### config.mk
export PLATFORM = sky130hd
export DESIGN_NAME = dclk_timekeeper
export DESIGN_NICKNAME = d
export VERILOG_FILES = /design/src/rtl/dclk_pkg.sv /design/src/rtl/bcd2_cnt.sv /design/src/rtl/dclk_timekeeper.sv
export SDC_FILE = /design/constraint.sdc
export NUM_CORES = 1
export LEC_CHECK = 0
export BUFFER_PORTS_ARGS = -buffer_cell sky130_fd_sc_hd__buf_4
export CORE_ASPECT_RATIO = 1.25
export CORE_UTILIZATION = 55
export CTS_CLUSTER_SIZE = 30
export DETAILED_ROUTE_END_ITERATION = 16
export GPL_TIMING_DRIVEN = 0
export PLACE_DENSITY = 0.76
export SLEW_MARGIN = 0
export SYNTH_ARGS = -nofsm -noshare
export SYNTH_HDL_FRONTEND = slang
export SYNTH_SLANG_ARGS = --single-unit
### constraint.sdc
create_clock -name sysclk -period 11.8 [get_ports sysclk]
set_input_delay 2.36 -clock sysclk [delete_from_list [all_inputs] [get_ports sysclk]]
set_output_delay 2.36 -clock sysclk [all_outputs]
set_load 0.01 [all_outputs]
### src/rtl/dclk_pkg.sv
// Shared definitions for the digital clock timekeeper: state encoding,
// display constants and field limits.
package dclk_pkg;

   typedef enum logic [1:0] {
      ST_RUN      = 2'd0,
      ST_SET_HOUR = 2'd1,
      ST_SET_MIN  = 2'd2,
      ST_SET_SEC  = 2'd3
   } state_t;

   localparam logic [5:0] DP_PATTERN = 6'b010_100;
   localparam logic [5:0] TW_HOUR    = 6'b110_000;
   localparam logic [5:0] TW_MIN     = 6'b001_100;
   localparam logic [5:0] TW_SEC     = 6'b000_011;

   localparam int HOUR_MAX   = 23;
   localparam int MINSEC_MAX = 59;

   // SET_SEC wraps back to RUN through the natural 2-bit overflow.
   function automatic state_t next_mode(input state_t s);
      return state_t'(s + 2'd1);
   endfunction

endpackage

### src/rtl/bcd2_cnt.sv
// Two-digit BCD up/down counter wrapping between 00 and MAX; carry flags
// the MAX->00 step on inc so the caller can chain fields.
module bcd2_cnt #(
   parameter int MAX = 59
) (
   input  logic       clk,
   input  logic       ld_zero,
   input  logic       inc,
   input  logic       dec,
   output logic [3:0] tens,
   output logic [3:0] units,
   output logic       carry
);

   localparam logic [3:0] MAX_T = 4'(MAX / 10);
   localparam logic [3:0] MAX_U = 4'(MAX % 10);

   logic [3:0] tens_q, tens_d, units_q, units_d;
   logic       at_max, at_zero;

   assign at_max  = (tens_q == MAX_T) && (units_q == MAX_U);
   assign at_zero = (tens_q == 4'd0) && (units_q == 4'd0);
   assign carry   = inc && !dec && at_max;

   always_comb begin
      tens_d  = tens_q;
      units_d = units_q;
      if (inc && !dec) begin
         if (at_max) begin
            tens_d  = 4'd0;
            units_d = 4'd0;
         end else if (units_q == 4'd9) begin
            tens_d  = tens_q + 4'd1;
            units_d = 4'd0;
         end else begin
            units_d = units_q + 4'd1;
         end
      end else if (dec && !inc) begin
         if (at_zero) begin
            tens_d  = MAX_T;
            units_d = MAX_U;
         end else if (units_q == 4'd0) begin
            tens_d  = tens_q - 4'd1;
            units_d = 4'd9;
         end else begin
            units_d = units_q - 4'd1;
         end
      end else begin
         tens_d  = tens_q;
         units_d = units_q;
      end
   end

   always_ff @(posedge clk) begin
      if (ld_zero) begin
         tens_q  <= 4'd0;
         units_q <= 4'd0;
      end else begin
         tens_q  <= tens_d;
         units_q <= units_d;
      end
   end

   assign tens  = tens_q;
   assign units = units_q;

endmodule

### src/rtl/dclk_timekeeper.sv
// Digital clock timekeeping core: 1 Hz prescaler, run/set mode FSM and the
// hour/min/sec BCD fields, presented in the form the display shifter expects.
module dclk_timekeeper
   import dclk_pkg::*;
#(
   parameter int CLK_FREQ = 50_000_000,
   parameter int TICK_CNT = CLK_FREQ
) (
   input  logic       sysclk,
   input  logic       rst,
   input  logic       key_mode,
   input  logic       key_inc,
   input  logic       key_dec,
   output logic       valid_sd,
   output logic [5:0] twinkle,
   output logic [5:0] dp,
   output logic [3:0] num6,
   output logic [3:0] num5,
   output logic [3:0] num4,
   output logic [3:0] num3,
   output logic [3:0] num2,
   output logic [3:0] num1,
   output logic [1:0] mode
);

   localparam int PW = (TICK_CNT > 1) ? $clog2(TICK_CNT) : 1;
   localparam logic [PW-1:0] PRE_LAST = PW'(TICK_CNT - 1);

   state_t        mode_q, mode_d;
   logic [PW-1:0] pre_q, pre_d;
   logic          valid_q, valid_d;
   logic          init_q, init_d;
   logic [5:0]    twinkle_q, twinkle_d;

   logic tick, adj;
   logic sec_inc, sec_dec, min_inc, min_dec, hour_inc, hour_dec;
   logic sec_carry, min_carry, day_wrap;

   assign tick = (mode_q == ST_RUN) && (pre_q == PRE_LAST);
   // A mode press swallows any simultaneous value key; inc+dec cancel out.
   assign adj  = !key_mode && (key_inc ^ key_dec);

   // Field steering: ripple carries only in RUN, direct edits only in SET.
   always_comb begin
      sec_inc  = tick || ((mode_q == ST_SET_SEC) && adj && key_inc);
      sec_dec  = (mode_q == ST_SET_SEC) && adj && key_dec;
      min_inc  = ((mode_q == ST_RUN) && sec_carry) ||
                 ((mode_q == ST_SET_MIN) && adj && key_inc);
      min_dec  = (mode_q == ST_SET_MIN) && adj && key_dec;
      hour_inc = ((mode_q == ST_RUN) && min_carry) ||
                 ((mode_q == ST_SET_HOUR) && adj && key_inc);
      hour_dec = (mode_q == ST_SET_HOUR) && adj && key_dec;
   end

   always_comb begin
      mode_d    = mode_q;
      pre_d     = pre_q;
      init_d    = 1'b0;
      twinkle_d = 6'b000_000;
      if (key_mode) begin
         mode_d = next_mode(mode_q);
      end else begin
         mode_d = mode_q;
      end
      if (mode_d != ST_RUN) begin
         pre_d = '0;
      end else if (mode_q != ST_RUN || tick) begin
         pre_d = '0;
      end else begin
         pre_d = pre_q + 1'b1;
      end
      valid_d = init_q || tick || key_mode || day_wrap ||
                ((mode_q != ST_RUN) && adj);
      case (mode_d)
         ST_SET_HOUR: twinkle_d = TW_HOUR;
         ST_SET_MIN:  twinkle_d = TW_MIN;
         ST_SET_SEC:  twinkle_d = TW_SEC;
         default:     twinkle_d = 6'b000_000;
      endcase
   end

   always_ff @(posedge sysclk) begin
      if (rst) begin
         mode_q    <= ST_RUN;
         pre_q     <= '0;
         valid_q   <= 1'b0;
         init_q    <= 1'b1;
         twinkle_q <= 6'b000_000;
      end else begin
         mode_q    <= mode_d;
         pre_q     <= pre_d;
         valid_q   <= valid_d;
         init_q    <= init_d;
         twinkle_q <= twinkle_d;
      end
   end

   bcd2_cnt #(.MAX(MINSEC_MAX)) u_sec (
      .clk(sysclk), .ld_zero(rst), .inc(sec_inc), .dec(sec_dec),
      .tens(num2), .units(num1), .carry(sec_carry)
   );

   bcd2_cnt #(.MAX(MINSEC_MAX)) u_min (
      .clk(sysclk), .ld_zero(rst), .inc(min_inc), .dec(min_dec),
      .tens(num4), .units(num3), .carry(min_carry)
   );

   bcd2_cnt #(.MAX(HOUR_MAX)) u_hour (
      .clk(sysclk), .ld_zero(rst), .inc(hour_inc), .dec(hour_dec),
      .tens(num6), .units(num5), .carry(day_wrap)
   );

   assign valid_sd = valid_q;
   assign twinkle  = twinkle_q;
   assign mode     = mode_q;
   assign dp       = DP_PATTERN;

endmodule
# Word-level counts from Yosys, hierarchy flattened
# Index checks and enable logic that the tools add are counted.
[op_classes]
n_lt_le_gt_ge = 0
n_eq_ne = 17
n_div = 0
mul = 0
shift = 0
reduce_logical = 63
bitwise_logic = 1
muxes = 39
add_sub_neg = 14
[op_table]
columns = ["op", "n"]
rows = [
  ["4-bit two-way mux", 36],
  ["1-bit logical AND", 29],
  ["26-bit by 1-bit adder with 26-bit output, second input constant", 1],
  ["26-bit equality test, second input constant", 1],
  ["4-bit by 1-bit adder with 4-bit output, second input constant", 6],
  ["4-bit zero test", 6],
  ["4-bit by 1-bit subtractor with 4-bit output, second input constant", 6],
  ["6-bit case mux with 3 select lines", 1],
  ["4-bit equality test, second input constant", 3],
  ["2-bit nonzero test", 5],
  ["3-bit by 2-bit inequality test with 1-bit output, second input constant", 3],
  ["3-bit AND reduction", 3],
  ["3-bit nonzero test", 3],
  ["2-bit equality test, second input constant", 4],
  ["4-bit by 2-bit equality test with 1-bit output, second input constant", 2],
  ["4-bit by 3-bit equality test with 1-bit output, second input constant", 2],
  ["1-bit logical OR", 8],
  ["1-bit zero test", 7],
  ["2-bit by 1-bit equality test with 1-bit output, second input constant", 2],
  ["3-bit OR reduction", 1],
  ["2-bit by 1-bit adder with 2-bit output, second input constant", 1],
  ["2-bit zero test", 1],
  ["2-bit two-way mux", 1],
  ["1-bit two-way mux", 1],
  ["1-bit bitwise XOR", 1],
]
[totals]
latchBits = 0
mem_count = 0
word_cells = 145
mem_bits_ro = 0
out_inout_bits = 39
reg_bits = 60
mem_bits_rw = 0
inputBits = 5

# Logic depth before layout (Yosys ltp)
[logic_depth]
depth_word = 17
depth_mapped = 20
depth_no_buf = 16

# By module
# A second synthesis with hierarchy kept.
[unflattened]
hier_cells = 453
area_unflattened_um2 = 3833.7
[by_module_without_submodules]
columns = ["mod", "area_per_inst_um2", "cells_per_inst", "instances", "seq_area_each_um2"]
rows = [
  ["dclk_timekeeper", 1635.3, 188, 1, 660.6],
  ["bcd2_cnt at u_min ...", 733.2, 89, 2, 160.2],
  ["bcd2_cnt at u_hour", 732.0, 87, 1, 160.2],
]

# Worst setup path after synthesis
# No wires, ideal clock.
[synth_path]
kind = "input port to flip-flop"
start = "input key_mode"
end = "register u_hour.tens_q[2], in the netlist u_hour.tens[2]"
t_arrival_ps = 5718
n_path_buf = 5
path_slack_ps = 5964
path_stages = 17
setup_ps = 117
required_ps = 11683
cell_sequence = "clkbuf_1 nand3b_1 nand2_1 ha_1 clkbuf_1 clkbuf_1 a32o_1 ha_1 clkbuf_1 and3b_1 nand3_1 o21ai_0 ha_1 buf_1 mux2i_1 a211o_1 a32o_2"
[synth_via]
elab_chain_cells = 17
word_cells_on_any_way = 31
classes_between = "1 x eq/ne; 1 x mux; 29 x reduce/logical"
[synth_lines]
columns = ["item", "line", "text"]
rows = [
  ["from (decl)", "dclk_timekeeper.sv:11", "input logic key_mode,"],
  ["1-bit zero test (*)", "dclk_timekeeper.sv:41", "assign adj = !key_mode && (key_inc ^ key_dec);"],
  ["1-bit logical AND (*)", "dclk_timekeeper.sv:41", ""],
  ["1-bit logical AND", "dclk_timekeeper.sv:45, dclk_timekeeper.sv:46", ""],
  ["1-bit logical AND, on equally long branches", "dclk_timekeeper.sv:45, dclk_timekeeper.sv:46", ""],
  ["1-bit logical OR or 1-bit zero test (tied branches)", "dclk_timekeeper.sv:45, bcd2_cnt.sv:23", ""],
  ["1-bit logical AND (2 in a row)", "bcd2_cnt.sv:23", "assign carry = inc && !dec && at_max;"],
  ["1-bit logical AND", "dclk_timekeeper.sv:47", "min_inc = ((mode_q == ST_RUN) && sec_carry) ||"],
  ["1-bit logical OR", "dclk_timekeeper.sv:47", ""],
  ["1-bit logical AND (2 in a row)", "bcd2_cnt.sv:23", ""],
  ["1-bit logical AND", "dclk_timekeeper.sv:50", "hour_inc = ((mode_q == ST_RUN) && min_carry) ||"],
  ["1-bit logical OR", "dclk_timekeeper.sv:50", ""],
  ["1-bit zero test", "bcd2_cnt.sv:38", "end else if (dec && !inc) begin"],
  ["1-bit logical AND", "bcd2_cnt.sv:38", ""],
  ["2-bit nonzero test (no source line)", "--", ""],
  ["3-bit AND reduction (no source line)", "--", ""],
  ["to (signal assigned)", "bcd2_cnt.sv:59", "tens_q <= tens_d;"],
  ["to (decl)", "bcd2_cnt.sv:18", "logic [3:0] tens_q, tens_d, units_q, units_d;"],
]
# Every way passes the cells marked *; elsewhere a longest branch is shown, timed or not.
# A chain may end at the register's enable or synchronous reset.

# Final worst setup path
[layout_path]
start = "input key_dec"
end = "register u_hour.tens_q[2], in the netlist u_hour.tens[2]"
[layout_via]
elab_chain_cells = 17
word_cells_on_any_way = 31
classes_between = "1 x eq/ne; 1 x mux; 1 x bitwise; 28 x reduce/logical"
[layout_lines]
columns = ["item", "line", "text"]
rows = [
  ["from (decl)", "dclk_timekeeper.sv:13", "input logic key_dec,"],
  ["1-bit bitwise XOR", "dclk_timekeeper.sv:41", ""],
  ["1-bit logical AND", "dclk_timekeeper.sv:41", ""],
  ["1-bit logical AND", "dclk_timekeeper.sv:45, dclk_timekeeper.sv:46", ""],
  ["1-bit logical AND, on equally long branches", "dclk_timekeeper.sv:45, dclk_timekeeper.sv:46", ""],
  ["1-bit logical OR or 1-bit zero test (tied branches)", "dclk_timekeeper.sv:45, bcd2_cnt.sv:23", ""],
  ["1-bit logical AND (2 in a row)", "bcd2_cnt.sv:23", ""],
  ["1-bit logical AND", "dclk_timekeeper.sv:47", ""],
  ["1-bit logical OR", "dclk_timekeeper.sv:47", ""],
  ["1-bit logical AND (2 in a row)", "bcd2_cnt.sv:23", ""],
  ["1-bit logical AND", "dclk_timekeeper.sv:50", ""],
  ["1-bit logical OR", "dclk_timekeeper.sv:50", ""],
  ["1-bit zero test", "bcd2_cnt.sv:38", ""],
  ["1-bit logical AND", "bcd2_cnt.sv:38", ""],
  ["2-bit nonzero test (no source line)", "--", ""],
  ["3-bit AND reduction (no source line)", "--", ""],
]
# Several ways; a longest one is shown, not always the timed one.

==> results.sh <==
export IMPL_hpwl_um=6060
export IMPL_rsz0062_at_grt="no"
export IMPL_avgSynthCellArea_um2=8.23
export IMPL_ctsHoldBuffers=0
export IMPL_fmax_ghz=0.157
export IMPL_htree_levels=3
export IMPL_multi_input_area_um2=2330
export IMPL_outcome="finished, final reports clean"
export IMPL_slew_limit_headroom=0.556
export IMPL_clk_latency_ps=340
export IMPL_crit_chain="buf_4 -> nor2b_1 -> nand3b_1 -> nand2_1 -> ha_1 -> clkbuf_1 -> clkbuf_1 -> a32o_1 -> ha_1 -> clkbuf_1 -> and3b_1 -> nand3_1 -> o21ai_0 -> ha_1 -> buf_1 -> mux2i_1 -> a211o_1 -> a32o_2"
export IMPL_synth_edf_count=0
export IMPL_fill_cells=525
export IMPL_ys_dominant_reg_cell="dfxtp_1"
export IMPL_grt_max_degree=11
export IMPL_via_count=3588
export IMPL_ctsResizeCount=0
export IMPL_hold_end="pre_q[0]"
export IMPL_num_antenna_cells=0
export IMPL_start_util=0.567
export IMPL_gp_congestion=0.854
export IMPL_setup_viol=0
export IMPL_row_count=33
export IMPL_async_flop_share=0
export IMPL_fin_cells=595
export IMPL_leakage_nw=1.66
export IMPL_pin_count=44
export IMPL_gr_usage_met2=0.437
export IMPL_ant_nets=0
export IMPL_cp_slowest_cell="buf_1"
export IMPL_r2r_end="u_hour.tens[2]"
export IMPL_overflow=0
export IMPL_crit_path_end_kind="flip-flop"
export IMPL_grt_pass1_wl_um=13900
export IMPL_syn_to_final_growth_pct=17.6
export IMPL_cts_root_buf="clkbuf_8"
export IMPL_min_path_type="reg2reg"
export IMPL_drv_slew=0
export IMPL_core_area_um2=6570
export IMPL_worstPathArrival_ps=6580
export IMPL_post_cts_buffers=0
export IMPL_tritoncts="yes"
export IMPL_wl_per_cell_um=14.2
export IMPL_grt_usage=0.252
export IMPL_die_area_um2=7100
export IMPL_critPathBufInv=5
export IMPL_drc=0
export IMPL_synth_seq_cells=57
export IMPL_reg2reg_from="pre_q[0]"
export IMPL_critPathKind="in2reg"
export IMPL_finalSetupTns_ps=0
export IMPL_path_depth=18
export IMPL_yosysTopAreaCell="dfxtp_1"
export IMPL_crit_family="buffers and inverters"
export IMPL_firstDrtPassIters=5
export IMPL_drive_gt1_frac=0.146
export IMPL_die_w_um=75.6
export IMPL_drtIter0Drc=201
export IMPL_netlist_instances=452
export IMPL_ys_warn_count=0
export IMPL_cts_sinks=57
export IMPL_reg2reg_depth=19
export IMPL_cap_viol_max_count=0
export IMPL_port_buffers=36
export IMPL_powerDensity_nw_per_um2=113
export IMPL_top_usage_layer="met2"
export IMPL_start_kind="primary input"
export IMPL_required_ps=12020
export IMPL_clk_path_buf_depth=2
export IMPL_fin_skew_ps=8.84
export IMPL_antenna_found_initial=0
export IMPL_hold_depth=1
export IMPL_ys_seq_area_frac=0.307
export IMPL_wl_um=8470
export IMPL_vdd_drop_max_v=0.0000628
export IMPL_total_power_uw=495
export IMPL_met1_usage=0.296
export IMPL_synth_top_area_frac=0.307
export IMPL_numCtsBuffers=9
export IMPL_ys_types=67
export IMPL_hold_start="pre_q[0]"
export IMPL_nets=534
export IMPL_yosys_top_cells_area="dfxtp_1 31%, ha_1 8.7%, a21oi_1 4.7%"
export IMPL_seqCellArea_um2=1140
export IMPL_cpPeakStageDelay_ps=410
export IMPL_finalCritPeriodShare=0.539
export IMPL_synth_area_um2=3720
export IMPL_clkSlewWorstSetupHoldPaths_ps=70
export IMPL_worst_pin_slew_ps=666
export IMPL_cp_max_fo=10
export IMPL_routed_via_density=6.03
export IMPL_first_global_vias=3160
export IMPL_die_h_um=94.0
export IMPL_placedCellCount=579
export IMPL_timing_final_crit_period_ps=6360
export IMPL_reg2reg_slack_ps=6520
export IMPL_grt_use_met3=0.0483
export IMPL_report_final_hold_viol_count=0
[Yosys cell counts, types with 8 or more instances]
library cell	instances
inv_1	26
nor3_1	10
nor2_1	26
ha_1	26
o21ai_0	24
buf_4	9
clkbuf_1	14
and3_1	8
nand4_1	11
xor2_1	10
nor2b_1	9
or4_1	10
nand3_1	19
a21oi_1	35
nand2_1	25
dfxtp_1	57
[through the flow]
step	instance area [um2]	setup WS [ps]	hold slack, ps	utilization
after floorplan	3740	5960	437	-
after global placement	4120	5210	456	0.627
after detailed placement	4120	5200	462	0.627
after CTS	4370	5530	479	0.666
after global routing	4370	5040	513	0.666
final	4370	5440	481	0.666
[sequential cells by signal (all words and copies together), names as in the netlist]
name          count
u_hour.units      4
init_q            1
valid_sd          1
u_sec.units       4
u_min.tens        4
twinkle           3
mode              2
pre_q            26
u_hour.tens       4
u_min.units       4
u_sec.tens        4
[logic make-up after synthesis]
| logic type | after synthesis | synth area share |
|---|---|---|
| AND/OR/NAND/NOR | 166 | 0.260 |
| multiplexers | 4 | 0.0108 |
| other | 2 | 0.00202 |
| AO/OA/AOI/OAI | 127 | 0.233 |
| buffers and inverters | 57 | 0.0699 |
| flip-flops | 57 | 0.307 |
| XOR/XNOR | 13 | 0.0306 |
| adder cells (fa/ha/maj) | 26 | 0.0874 |
[report_power, final]
part           internal (mW)  total [mW]  leakage, nW  switching [mW]
registers              0.196       0.202        0.461         0.00543
logic                 0.0233      0.0521         1.07          0.0288
clock network          0.162       0.241        0.124          0.0795
total                  0.382       0.495         1.66           0.114
[layout by cell type, fill, tap and decap left out, types with 10 or more instances in the layout]
master,synthesis,layout
inv_1,26,26
nand3_1,19,19
xor2_1,10,10
or4_1,10,10
buf_4,9,45
a21oi_1,35,35
clkbuf_1,14,16
nand4_1,11,11
nand2_1,25,25
ha_1,26,26
nor3_1,10,10
dfxtp_1,57,57
nor2_1,26,26
o21ai_0,24,24
[area by class of cell]
type,instances,share of cell area
Tap cell,87,0.0249
Buffer,30,0.0363
Multi-Input combinational cell,342,0.534
Clock inverter,5,0.0292
Clock buffer,11,0.0300
Sequential cell,57,0.261
Timing Repair Buffer,36,0.0618
Inverter,27,0.0232
[metal layers]
layer,up-vias,part of all wire
li1,1778,-
met5,-,0
met3,15,0.049
met4,0,0.019
met1,1686,0.42
met2,109,0.51
[worst max path at each step]
| stage | from | to | slack, ps |
|---|---|---|---|
| 5_1_grt | key_dec | u_hour.tens[2] | 5040 |
| 2_1_floorplan | key_mode | u_hour.tens[2] | 5960 |
| 6_report | key_dec | u_hour.tens[2] | 5440 |
| 3_3_place_gp | key_dec | u_hour.tens[2] | 5210 |
| 3_5_place_dp | key_dec | u_hour.tens[2] | 5200 |
| 4_1_cts | key_dec | u_hour.tens[2] | 5530 |
Note: power is estimated with default switching activity, not from simulation.
